### config.mk
export PLATFORM = sky130hd
export DESIGN_NAME = uart_rx_fsm
export DESIGN_NICKNAME = d
export VERILOG_FILES = /design/src/rtl/uart_rx_fsm.sv
export SDC_FILE = /design/constraint.sdc
export NUM_CORES = 1
export LEC_CHECK = 0
export ABC_CLOCK_PERIOD_IN_PS = 2200
export CAP_MARGIN = 20
export CELL_PAD_IN_SITES_DETAIL_PLACEMENT = 1
export CELL_PAD_IN_SITES_GLOBAL_PLACEMENT = 1
export CORE_MARGIN = 1.5
export CORE_UTILIZATION = 45
export CTS_CLUSTER_SIZE = 12
export DETAILED_ROUTE_END_ITERATION = 8
export GPL_ROUTABILITY_DRIVEN = 0
export GPL_TIMING_DRIVEN = 0
export HOLD_SLACK_MARGIN = 0.12
export PLACE_DENSITY = 0.84
export SYNTH_ARGS = -nofsm -noshare
export SYNTH_HDL_FRONTEND = slang
export SYNTH_SLANG_ARGS = --single-unit
### constraint.sdc
create_clock -name clk -period 2.2 [get_ports clk]
set_clock_uncertainty 0.2 [all_clocks]
set_input_delay 0.44 -clock clk [delete_from_list [all_inputs] [get_ports clk]]
set_output_delay 0.44 -clock clk [all_outputs]
set_load 0.1 [all_outputs]
### src/rtl/uart_rx_fsm.sv
// Oversampling UART receiver: mid-bit start validation, LSB-first data,
// optional odd/even parity, 1 or 2 stop bits, one-cycle frame strobe.
//
// state    | meaning
// S_IDLE   | line idle, waiting for rx_s low
// S_START  | timing to mid start bit, rejects glitches
// S_DATA   | sampling DATA_W data bits, one per OVS ticks
// S_PARITY | sampling the parity bit
// S_STOP   | sampling STOP_BITS stop bits
// S_DONE   | one-cycle frame strobe, outputs just loaded
// S_BREAK  | last stop bit was low, wait for the line to return high
module uart_rx_fsm #(
  parameter int DATA_W    = 8,
  parameter int OVS       = 16,
  parameter int PARITY    = 0,
  parameter int STOP_BITS = 1
) (
  input  logic              clk,
  input  logic              rst,
  input  logic              i_rx,
  input  logic              i_tick,
  output logic [DATA_W-1:0] o_data,
  output logic              o_rcv,
  output logic              o_parity_err,
  output logic              o_frame_err,
  output logic              o_busy
);

  localparam int TCW = $clog2(OVS);
  localparam int BCW = $clog2(DATA_W + 1);

  localparam logic [TCW-1:0] TICK_MID = TCW'(OVS / 2 - 1);
  localparam logic [TCW-1:0] TICK_END = TCW'(OVS - 1);
  localparam logic [BCW-1:0] BIT_END  = BCW'(DATA_W - 1);
  localparam logic [BCW-1:0] STOP_END = BCW'(STOP_BITS - 1);

  if (DATA_W < 5 || DATA_W > 9) begin : g_bad_data_w
    $error("uart_rx_fsm: DATA_W must be in 5..9");
  end
  if (OVS < 8 || OVS > 32 || (OVS % 2) != 0) begin : g_bad_ovs
    $error("uart_rx_fsm: OVS must be even and in 8..32");
  end
  if (PARITY < 0 || PARITY > 2) begin : g_bad_parity
    $error("uart_rx_fsm: PARITY must be 0, 1 or 2");
  end
  if (STOP_BITS != 1 && STOP_BITS != 2) begin : g_bad_stop
    $error("uart_rx_fsm: STOP_BITS must be 1 or 2");
  end

  typedef enum logic [2:0] {
    S_IDLE,
    S_START,
    S_DATA,
    S_PARITY,
    S_STOP,
    S_DONE,
    S_BREAK
  } state_t;

  state_t              state_q, state_d;
  logic                rx_meta_q;
  logic                rx_s_q;
  logic [TCW-1:0]      tick_q, tick_d;
  logic [BCW-1:0]      bit_q, bit_d;
  logic [DATA_W-1:0]   data_q, data_d;
  logic                par_err_q, par_err_d;
  logic                frame_err_q, frame_err_d;
  logic                last_stop_q, last_stop_d;
  logic [DATA_W-1:0]   out_data_q, out_data_d;
  logic                out_par_q, out_par_d;
  logic                out_frame_q, out_frame_d;

  logic                tick_end;
  logic                par_xor;
  logic                par_bad;

  assign tick_end = i_tick && (tick_q == TICK_END);
  assign par_xor  = (^data_q) ^ rx_s_q;

  // odd mode wants an odd total count of ones, even mode an even count
  always_comb begin
    par_bad = 1'b0;
    if (PARITY == 1) begin
      par_bad = ~par_xor;
    end else if (PARITY == 2) begin
      par_bad = par_xor;
    end
  end

  always_comb begin
    state_d     = state_q;
    tick_d      = tick_q;
    bit_d       = bit_q;
    data_d      = data_q;
    par_err_d   = par_err_q;
    frame_err_d = frame_err_q;
    last_stop_d = last_stop_q;
    out_data_d  = out_data_q;
    out_par_d   = out_par_q;
    out_frame_d = out_frame_q;

    case (state_q)
      S_IDLE: begin
        if (!rx_s_q) begin
          tick_d      = '0;
          bit_d       = '0;
          par_err_d   = 1'b0;
          frame_err_d = 1'b0;
          state_d     = S_START;
        end
      end

      S_START: begin
        if (i_tick) begin
          if (tick_q == TICK_MID) begin
            tick_d = '0;
            if (!rx_s_q) begin
              state_d = S_DATA;
            end else begin
              state_d = S_IDLE;
            end
          end else begin
            tick_d = tick_q + TCW'(1);
          end
        end
      end

      S_DATA: begin
        if (i_tick) begin
          if (tick_end) begin
            tick_d = '0;
            data_d = {rx_s_q, data_q[DATA_W-1:1]};
            if (bit_q == BIT_END) begin
              bit_d   = '0;
              state_d = (PARITY != 0) ? S_PARITY : S_STOP;
            end else begin
              bit_d = bit_q + BCW'(1);
            end
          end else begin
            tick_d = tick_q + TCW'(1);
          end
        end
      end

      S_PARITY: begin
        if (i_tick) begin
          if (tick_end) begin
            tick_d    = '0;
            par_err_d = par_bad;
            state_d   = S_STOP;
          end else begin
            tick_d = tick_q + TCW'(1);
          end
        end
      end

      S_STOP: begin
        if (i_tick) begin
          if (tick_end) begin
            tick_d = '0;
            if (!rx_s_q) begin
              frame_err_d = 1'b1;
            end
            if (bit_q == STOP_END) begin
              // outputs load on the DONE entry edge so they are valid with o_rcv
              bit_d       = '0;
              last_stop_d = rx_s_q;
              out_data_d  = data_q;
              out_par_d   = par_err_q;
              out_frame_d = frame_err_q | ~rx_s_q;
              state_d     = S_DONE;
            end else begin
              bit_d = bit_q + BCW'(1);
            end
          end else begin
            tick_d = tick_q + TCW'(1);
          end
        end
      end

      S_DONE: begin
        state_d = last_stop_q ? S_IDLE : S_BREAK;
      end

      S_BREAK: begin
        if (rx_s_q) begin
          state_d = S_IDLE;
        end
      end

      default: begin
        state_d = S_IDLE;
      end
    endcase
  end

  always_ff @(posedge clk or posedge rst) begin
    if (rst) begin
      state_q     <= S_IDLE;
      rx_meta_q   <= 1'b1;
      rx_s_q      <= 1'b1;
      tick_q      <= '0;
      bit_q       <= '0;
      data_q      <= '0;
      par_err_q   <= 1'b0;
      frame_err_q <= 1'b0;
      last_stop_q <= 1'b1;
      out_data_q  <= '0;
      out_par_q   <= 1'b0;
      out_frame_q <= 1'b0;
    end else begin
      state_q     <= state_d;
      rx_meta_q   <= i_rx;
      rx_s_q      <= rx_meta_q;
      tick_q      <= tick_d;
      bit_q       <= bit_d;
      data_q      <= data_d;
      par_err_q   <= par_err_d;
      frame_err_q <= frame_err_d;
      last_stop_q <= last_stop_d;
      out_data_q  <= out_data_d;
      out_par_q   <= out_par_d;
      out_frame_q <= out_frame_d;
    end
  end

  assign o_data       = out_data_q;
  assign o_parity_err = out_par_q;
  assign o_frame_err  = out_frame_q;
  assign o_rcv        = (state_q == S_DONE);
  assign o_busy       = (state_q != S_IDLE);

endmodule

==> flow_summary.ini, run 1 <==
[critical_path]
slowest_delay_ps = 870
end_kind = output pin
crit_path_cell_trace = dlygate4sd2_1
critPathTopFamily = buffers and inverters
crit_buf_inv = 1
crit_type = reg -> out
arrival_ps = 1540
crit_slowest_cell = dlygate4sd2_1
worstSetupStartpointType = flop
worstPathRequired_ps = 1560
cp_max_fo = 2
rrSetupSlack_ps = 20

[cells_and_area]
drive_above_1_share = 0.364
seqCellArea_sq_um = 810
multi_input_area_sq_um = 792
syn_to_final_growth_pct = 21.8
fill_cells = 376
post-route-cell-area_sq_um = 2060
antenna_cells = 0
num-nets-final = 179
layoutNonFillerInstCount = 221

[floorplanning]
die-area_sq_um = 4130
fp.dieW_um = 64.3
core_area_sq_um = 3630
initial_core_util = 0.465
pin_count = 16
die_y_um = 64.3
placementRows = 22

[grt]
grt_max_degree = 24
grt-ovfl-total = 0
track_usage = 0.243
grt_pass1_wl_um = 7440
antenna_found_initial = 0
grt_pass1_vias = 1424

[route]
totalWireLength_um = 4730
ant_nets = 0
vias = 1271
dr.pass1.iters = 4
routed_via_density = 5.75
initialDrtViolationCount = 27
wire_per_inst_um = 21.4
drc = 0

[synthesis]
ys_seq_area_frac = 0.476
ys_types = 42
synthArstFlopShare = 1.00
yosys_register_bits = 32
synth_flop_cell = dfrtp_1
synth_edf_count = 0
avgSynthCellArea_sq_um = 11.3
syn_nets = 157
syn_inst = 150
synth_area_sq_um = 1690
ys_warn_count = 0

[clocking]
cts_max_level = 2
clk_path_buf_depth = 2
cts-root-buf = clkbuf_8
clkLatencyLatePin_ps = 290
numCtsBuffers = 5
numClockSinks = 32
cts_tree = done
cts.clk_slew.worst_paths_ps = 70
hold_buffers = 0

[flow_run]
drv_cap = 0

[timing]
max_slew_margin = 0.350
tightest_slew_ps = 978
drv_slew = 0
setup-violations-final = 0
layout_min_cycle_time_ps = 2180
period_share = 0.991
finalWorstSetupSlack_ps = 19.3
clock.fmax_mhz = 459
finalHoldViolCount = 0

[place]
placed_cell_area_sq_um = 1910
dp.cells = 212
portBuffers = 13
dp_hpwl_um = 2600
place_ws_ps = -595

[outcome]
status = completed

[min_path]
hold_path_class = reg -> reg

[power_and_ir_drop]
p_per_area_nw_per_um2 = 1170
power.static_leakage_nw = 0.951
peakVddDrop_v = 0.000567
## layout make-up
type                            count  area share
Multi-Input combinational cell     98       0.385
Clock buffer                        6      0.0401
Timing Repair Buffer               15      0.0790
Sequential cell                    32       0.393
Inverter                           11      0.0201
Tap cell                           48      0.0292
Clock inverter                      2     0.00729
Buffer                              9      0.0462
## metrics by stage
| step | hold WS [ps] | power, W | setup TNS, ps | util |
|---|---|---|---|---|
| 2_1_floorplan | 145 | 0.00151 | 0 | - |
| 3_3_place_gp | 147 | 0.00168 | -1390 | 0.518 |
| 3_5_place_dp | 159 | 0.00173 | -1290 | 0.526 |
| 4_1_cts | 171 | 0.00229 | 0 | 0.558 |
| 5_1_grt | 181 | 0.00250 | -60.3 | 0.566 |
| 6_report | 170 | 0.00240 | 0 | 0.566 |
## cell families (layout without fill, tap and decap cells)
group                    count (synthesis)  count (layout)  share of synthesized area
other                                    1               1                    0.00222
multiplexers                            20              20                      0.135
flip-flops                              32              32                      0.476
AO/OA/AOI/OAI                           32              32                      0.147
buffers and inverters                   20              43                     0.0807
AND/OR/NAND/NOR                         41              41                      0.132
adder cells (fa/ha/maj)                  3               3                     0.0222
XOR/XNOR                                 1               1                    0.00518
## path summary, 6_finish.rpt
| check | startpoint | endpoint | cells after the start |
|---|---|---|---|
| max | o_frame_err | o_frame_err | 1 |
| min | rx_meta_q | rx_s_q | 0 |
| max reg2reg | tick_q[1] | state_q[1] | 6 |
| min reg2reg | rx_meta_q | rx_s_q | 0 |
| max in group asynchronous | rst | rx_meta_q | 3 |
| min in group asynchronous | rst | tick_q[1] | 2 |
## flip-flops by register name, indices dropped and copies added, names as in the netlist
name,count
o_data,8
bit_q,4
last_stop_q,1
state_q,3
frame_err_q,1
tick_q,4
rx_meta_q,1
rx_s_q,1
o_frame_err,1
data_q,8
## cell usage after synthesis (all sizes together) (2+ instances only)
cell | instances | area share
a211oi | 3 | 0.021
a21oi | 6 | 0.018
a22o | 2 | 0.010
a31oi | 3 | 0.011
buf | 7 | 0.040
clkbuf | 2 | 0.016
dfrtp | 29 | 0.43
dfstp | 3 | 0.047
ha | 3 | 0.022
inv | 11 | 0.024
mux2 | 19 | 0.13
nand2 | 5 | 0.011
nand2b | 2 | 0.0074
nand3 | 11 | 0.036
nand4 | 3 | 0.020
nor2 | 12 | 0.027
o21ai | 9 | 0.029
or3 | 3 | 0.012
## per-layer routing
| layer | track usage | vias up | share of wire |
|---|---|---|---|
| met3 | 0.0616 | 12 | 0.037 |
| met5 | 0 | - | 0 |
| li1 | - | 575 | - |
| met2 | 0.409 | 29 | 0.52 |
| met1 | 0.292 | 655 | 0.42 |
| met4 | 0.109 | 0 | 0.026 |
## report_power, final
part | total (W) | internal, W | switching, W
registers | 0.000746 | 0.000663 | 0.0000834
clock network | 0.000495 | 0.000253 | 0.000242
logic | 0.00116 | 0.000441 | 0.000723
## layout by cell type, fill, tap and decap left out, types with 2 or more instances in the layout
cell,synthesis,layout
nand2b_1,2,2
dfrtp_2,0,4
dfrtp_1,29,25
clkdlybuf4s50_1,0,2
a31oi_1,3,3
clkbuf_8,2,8
dlygate4sd2_1,0,8
ha_1,3,2
nor2_2,0,2
buf_6,4,4
a22o_1,2,2
nand4_1,2,2
inv_1,11,11
nor2_1,12,10
dfstp_2,3,3
mux2_2,18,18
nand3_1,10,10
or3_1,2,2
buf_4,3,5
clkinvlp_4,0,2
nand2_1,5,5
a211oi_1,2,2
o21ai_0,8,8
a21oi_1,6,5
## timing repair
action                     4_1_cts  5_1_grt
gates resized for setup         29        8
setup buffers                    0        1
setup endpoints to repair       23       13
cloned                           0        0
No activity file was read; power rests on OpenSTA's default activity.
==> run 2: changes to the inputs <==
==> config.mk (replaced) <==
export PLATFORM = sky130hd
export DESIGN_NAME = uart_rx_fsm
export DESIGN_NICKNAME = d
export VERILOG_FILES = /design/src/rtl/uart_rx_fsm.sv
export SDC_FILE = /design/constraint.sdc
export NUM_CORES = 1
export LEC_CHECK = 0
export ABC_CLOCK_PERIOD_IN_PS = 1800
export CAP_MARGIN = 20
export CELL_PAD_IN_SITES_DETAIL_PLACEMENT = 1
export CELL_PAD_IN_SITES_GLOBAL_PLACEMENT = 1
export CORE_MARGIN = 1.5
export CORE_UTILIZATION = 41
export CTS_CLUSTER_SIZE = 12
export DETAILED_ROUTE_END_ITERATION = 8
export GPL_ROUTABILITY_DRIVEN = 0
export HOLD_SLACK_MARGIN = 0.12
export PLACE_DENSITY = 0.81
export SYNTH_ARGS = -nofsm -noshare
export SYNTH_HDL_FRONTEND = slang
export SYNTH_SLANG_ARGS = --single-unit
==> constraint.sdc (replaced) <==
create_clock -name clk -period 1.8 [get_ports clk]
set_clock_uncertainty 0.2 [all_clocks]
set_input_delay 0.36 -clock clk [delete_from_list [all_inputs] [get_ports clk]]
set_output_delay 0.36 -clock clk [all_outputs]
set_load 0.1 [all_outputs]
==> run 2 against run 1 <==
Net effect: utilization up 8.8 points; final cell count up 16%; wire length up 21%; first-iteration DRC count rose to 4.4 times the previous value; global-route usage down 0.97 points; via count up 14%; register-to-register slack worse by 300 ps; the run now ends with setup timing left; critical endpoint is now state_q[1]; combinational power up 86%; flip-flop and latch count unchanged; sequential power up 25%; clock-buffer cell count up 2.
==> flow_summary.ini, run 2 (synthesis gave the netlist of run 1 again) <==
[grt]
antenna_found_initial = 0
grt-ovfl-total = 0
grt_pass1_vias = 1583
track_usage = 0.233
grt_max_degree = 33
grt_pass1_wl_um = 7600

[timing]
finalWorstSetupSlack_ps = -284
drv_slew = 0
max_slew_margin = 0.488
period_share = 1.16
rsz0062_at_grt = true
finalHoldViolCount = 0
layout_min_cycle_time_ps = 2080
finalSetupTns_ps = -5860
tightest_slew_ps = 749
setup-violations-final = 31
clock.fmax_mhz = 480

[clocking]
cts_max_level = 2
numClockSinks = 32
cts_tree = done
hold_buffers = 0
clkLatencyLatePin_ps = 290
cts.clk_slew.worst_paths_ps = 70
clk_path_buf_depth = 2
cts-root-buf = clkbuf_8
numCtsBuffers = 5

[floorplanning]
initial_core_util = 0.426
placementRows = 23
pin_count = 16
fp.dieW_um = 67.2
die-area_sq_um = 4520
core_area_sq_um = 3970
die_y_um = 67.2

[critical_path]
r2r-end = state_q[1]
crit_end = state_q[1]
cp-startpoint = state_q[0]
crit_slowest_cell = a2111oi_0
arrival_ps = 2110
worstSetupStartpointType = flop
rrSetupSlack_ps = -280
slowest_delay_ps = 660
r2r_cells = 5
cp_max_fo = 5
worstPathRequired_ps = 1830
crit_buf_inv = 3
end_kind = flop
r2r-start = state_q[0]
crit_path_cell_trace = buf_6 -> inv_1 -> buf_4 -> a2111oi_0 -> mux2_4
critPathTopFamily = compound AO/OA/AOI/OAI gates
worstSetupPathDepth = 5
crit_type = reg -> reg

[cells_and_area]
final_cell_mix = buf_4 (31), dfrtp_1 (26), mux2_2 (12), buf_12 (12), buf_6 (12)
layout_commonest_cell = buf_4
drive_above_1_share = 0.570
layoutNonFillerInstCount = 257
num-nets-final = 213
antenna_cells = 0
fill_cells = 397
syn_to_final_growth_pct = 53.8

[place]
portBuffers = 14
dp_hpwl_um = 3190
dp.cells = 234
place_ws_ps = -528

[min_path]
hold_path_class = reg -> reg

[power_and_ir_drop]
p_per_area_nw_per_um2 = 1430
peakVddDrop_v = 0.000480
power.static_leakage_nw = 1.17

[route]
drc = 0
routed_via_density = 5.63
initialDrtViolationCount = 119
wire_per_inst_um = 22.2
ant_nets = 0
totalWireLength_um = 5720
dr.pass1.iters = 4
vias = 1447

[flow_run]
drv_cap = 0

[outcome]
status = finished with violations
violations = setup timing
## run 2: how the worst min path moves through the flow
stage | slack, ps | start | cells after the start | end
2_1_floorplan | 150 | rx_meta_q | 0 | rx_s_q
3_3_place_gp | 150 | rx_meta_q | 0 | rx_s_q
3_5_place_dp | 160 | rx_meta_q | 0 | rx_s_q
4_1_cts | 160 | rx_meta_q | 0 | rx_s_q
5_1_grt | 160 | rx_meta_q | 0 | rx_s_q
6_report | 160 | rx_meta_q | 0 | rx_s_q
## run 2: area by class of cell
cell class,count,area [sq um],area share
tap,50,62.6,0.0241
inverter,11,41.3,0.0159
timing repair buffer,58,637,0.245
sequential,32,808,0.311
multi-input combinational,98,951,0.366
clock buffer,8,100,0.0385
## run 2: routing by layer
metal	vias to the layer above	global-route usage	routed length, um
met5	-	0	0
met4	0	0.0995	212
met3	19	0.0683	191
met2	41	0.432	3100
li1	649	-	-
met1	738	0.243	2210
## run 2: timing repair
action / CTS / global route
setup buffers: 6 / 9
gates cloned: 0 / 1
setup endpoints to repair: 29 / 32
pin swaps: 2 / 14
gates resized for setup: 20 / 30
## run 2: per-stage QoR
stage               total power, W  hold WS [ps]  utilization  cell area, sq um
floorplan                  0.00192           145            -              1740
global placement           0.00237           148        0.550              2180
detailed placement         0.00249           155        0.550              2180
CTS                        0.00333           161        0.606              2410
global route               0.00386           161        0.655              2600
finish                     0.00372           157        0.655              2600
## run 2: where the power goes
group	total (W)	switching [W]	internal (W)
clock	0.000622	0.000273	0.000349
sequential	0.000935	0.000127	0.000809
combinational	0.00216	0.00116	0.00100
total	0.00372	0.00156	0.00216
==> run 3: changes to the inputs <==
--- a/config.mk
+++ b/config.mk
@@ -6,9 +6,10 @@
 export NUM_CORES = 1
 export LEC_CHECK = 0
 export ABC_CLOCK_PERIOD_IN_PS = 1800
-export CAP_MARGIN = 20
+export CAP_MARGIN = 25
 export CELL_PAD_IN_SITES_DETAIL_PLACEMENT = 1
 export CELL_PAD_IN_SITES_GLOBAL_PLACEMENT = 1
+export CORE_ASPECT_RATIO = 1.2
 export CORE_MARGIN = 1.5
 export CORE_UTILIZATION = 41
 export CTS_CLUSTER_SIZE = 12
==> run 3 against run 2 <==
Net effect: clock power is 27% higher; utilization up 3.6 points; die area hardly changed; fmax rose by 1.5%; largest cell class unchanged; worst hold slack better by 9.2 ps; first-iteration DRC count shrank 30%; global-route usage is 3.1 points higher; the flow still finishes with violations (setup timing); power grew 9.4%.
==> flow_summary.ini, run 3 (synthesis gave the netlist of run 1 again) <==
[outcome]
status = finished with violations
violations = setup timing

[flow_run]
drv_cap = 0

[floorplanning]
die_y_um = 73.3
core_area_sq_um = 3940
initial_core_util = 0.429
die-area_sq_um = 4520
fp.dieW_um = 61.6
pin_count = 16
placementRows = 25

[grt]
use_met2 = 0.467
grt_max_degree = 33
grt_pass1_vias = 1645
use_met1 = 0.315
grt-busiest-layer = met2
track_usage = 0.264
antenna_found_initial = 0
grt_pass1_wl_um = 8520
grtUsageMet3 = 0.0423
grt-ovfl-total = 0

[cells_and_area]
layoutNonFillerInstCount = 264
fin_util = 0.690
antenna_cells = 0
drive_above_1_share = 0.576
post-route-cell-area_sq_um = 2720
layout_commonest_cell = buf_4
syn_to_final_growth_pct = 61.0
num-nets-final = 216
final_cell_mix = buf_4 (30), dfrtp_1 (27), buf_12 (14)

[timing]
clock.fmax_mhz = 487
period_share = 1.14
layout_min_cycle_time_ps = 2050
finalHoldViolCount = 0
setup-violations-final = 30
finalWorstSetupSlack_ps = -252
drv_slew = 0
rsz0062_at_grt = true

[critical_path]
cp_max_fo = 5
rrSetupSlack_ps = -250
worstSetupStartpointType = flop
crit_buf_inv = 4
end_kind = flop
crit_path_cell_trace = buf_6 -> nor3_2 -> buf_4 -> inv_1 -> o221ai_4 -> buf_4 -> nand3_1 -> o21ai_0
r2r-end = bit_q[1]
slowest_delay_ps = 420
arrival_ps = 2060
cpMostUsedCell = buf_4
r2r_cells = 8
r2r-start = state_q[1]
worstPathRequired_ps = 1810
crit_type = reg -> reg
crit_slowest_cell = dfrtp_1
critPathTopFamily = buffers and inverters

[route]
totalWireLength_um = 5840
wire_per_inst_um = 22.1
vias = 1490
ant_nets = 0
dr.pass1.iters = 4
routed_via_density = 5.64
drc = 0
initialDrtViolationCount = 83

[place]
place_ws_ps = -533
portBuffers = 14
dp.cells = 243
dp_hpwl_um = 3120
placed_cell_area_sq_um = 2230

[min_path]
hold_end = rx_s_q
min_path_cells = 0
worstHoldStart = rx_meta_q
hold_path_class = reg -> reg

[power_and_ir_drop]
peakVddDrop_v = 0.000675
power.static_leakage_nw = 1.23
p_per_area_nw_per_um2 = 1490

[clocking]
cts_max_level = 2
clk_path_buf_depth = 2
numCtsBuffers = 5
hold_buffers = 0
cts-root-buf = clkbuf_8
clkLatencyLatePin_ps = 290
numClockSinks = 32
cts.clk_slew.worst_paths_ps = 80
cts_tree = done
-- run 3: changes by cell type in the layout (fill, tap and decap cells not counted), sizes merged --
| cell | delta |
|---|---|
| bufinv | +1 |
| buf | +3 |
| clkbuf | -1 |
-- run 3: what timing repair did --
item / in CTS / in global routing
buffers inserted: 7 / 7
endpoints found under the setup margin: 31 / 31
pin swaps: 3 / 10
hold endpoints to repair: 0 / 0
gates resized for setup: 37 / 27
cloned: 1 / 0
-- run 3: cell type report --
cell class | count | area [sq um]
fillers | 392 | 1220
multi-input cells | 98 | 983
flip-flops and latches | 32 | 807
repair buffers | 61 | 696
clock buffers | 7 | 96.3
well taps | 54 | 67.6
inverters | 11 | 41.3
clock inverters | 1 | 30.0
-- run 3: worst max-delay path by stage --
stage                           from           to  depth (start not counted)
after floorplan            tick_q[0]     bit_q[2]                          7
after global placement        i_tick    o_data[0]                          5
after detailed placement      i_tick    o_data[2]                          5
after CTS                 state_q[1]  last_stop_q                          6
after global routing      state_q[1]     bit_q[1]                          8
final                     state_q[1]     bit_q[1]                          8
-- run 3: metrics by stage --
step / hold slack [ps] / TNS (ps) / total power (W)
finish: 166 / -4650 / 0.00407
CTS: 165 / -3890 / 0.00365
global route: 166 / -6400 / 0.00422
detailed placement: 155 / -12950 / 0.00253
global placement: 148 / -11810 / 0.00242
floorplan: 145 / -839 / 0.00192
-- run 3: power by group --
group | internal, W | switching [W]
clock network | 0.000489 | 0.000298
registers | 0.000807 | 0.000103
logic | 0.00114 | 0.00123
total | 0.00244 | 0.00163
-- run 3: per-layer routing --
layer / vias up / routed length, um
li1: 651 / -
met1: 774 / 2290
met2: 46 / 3170
met3: 19 / 219
met4: 0 / 162
met5: - / 0
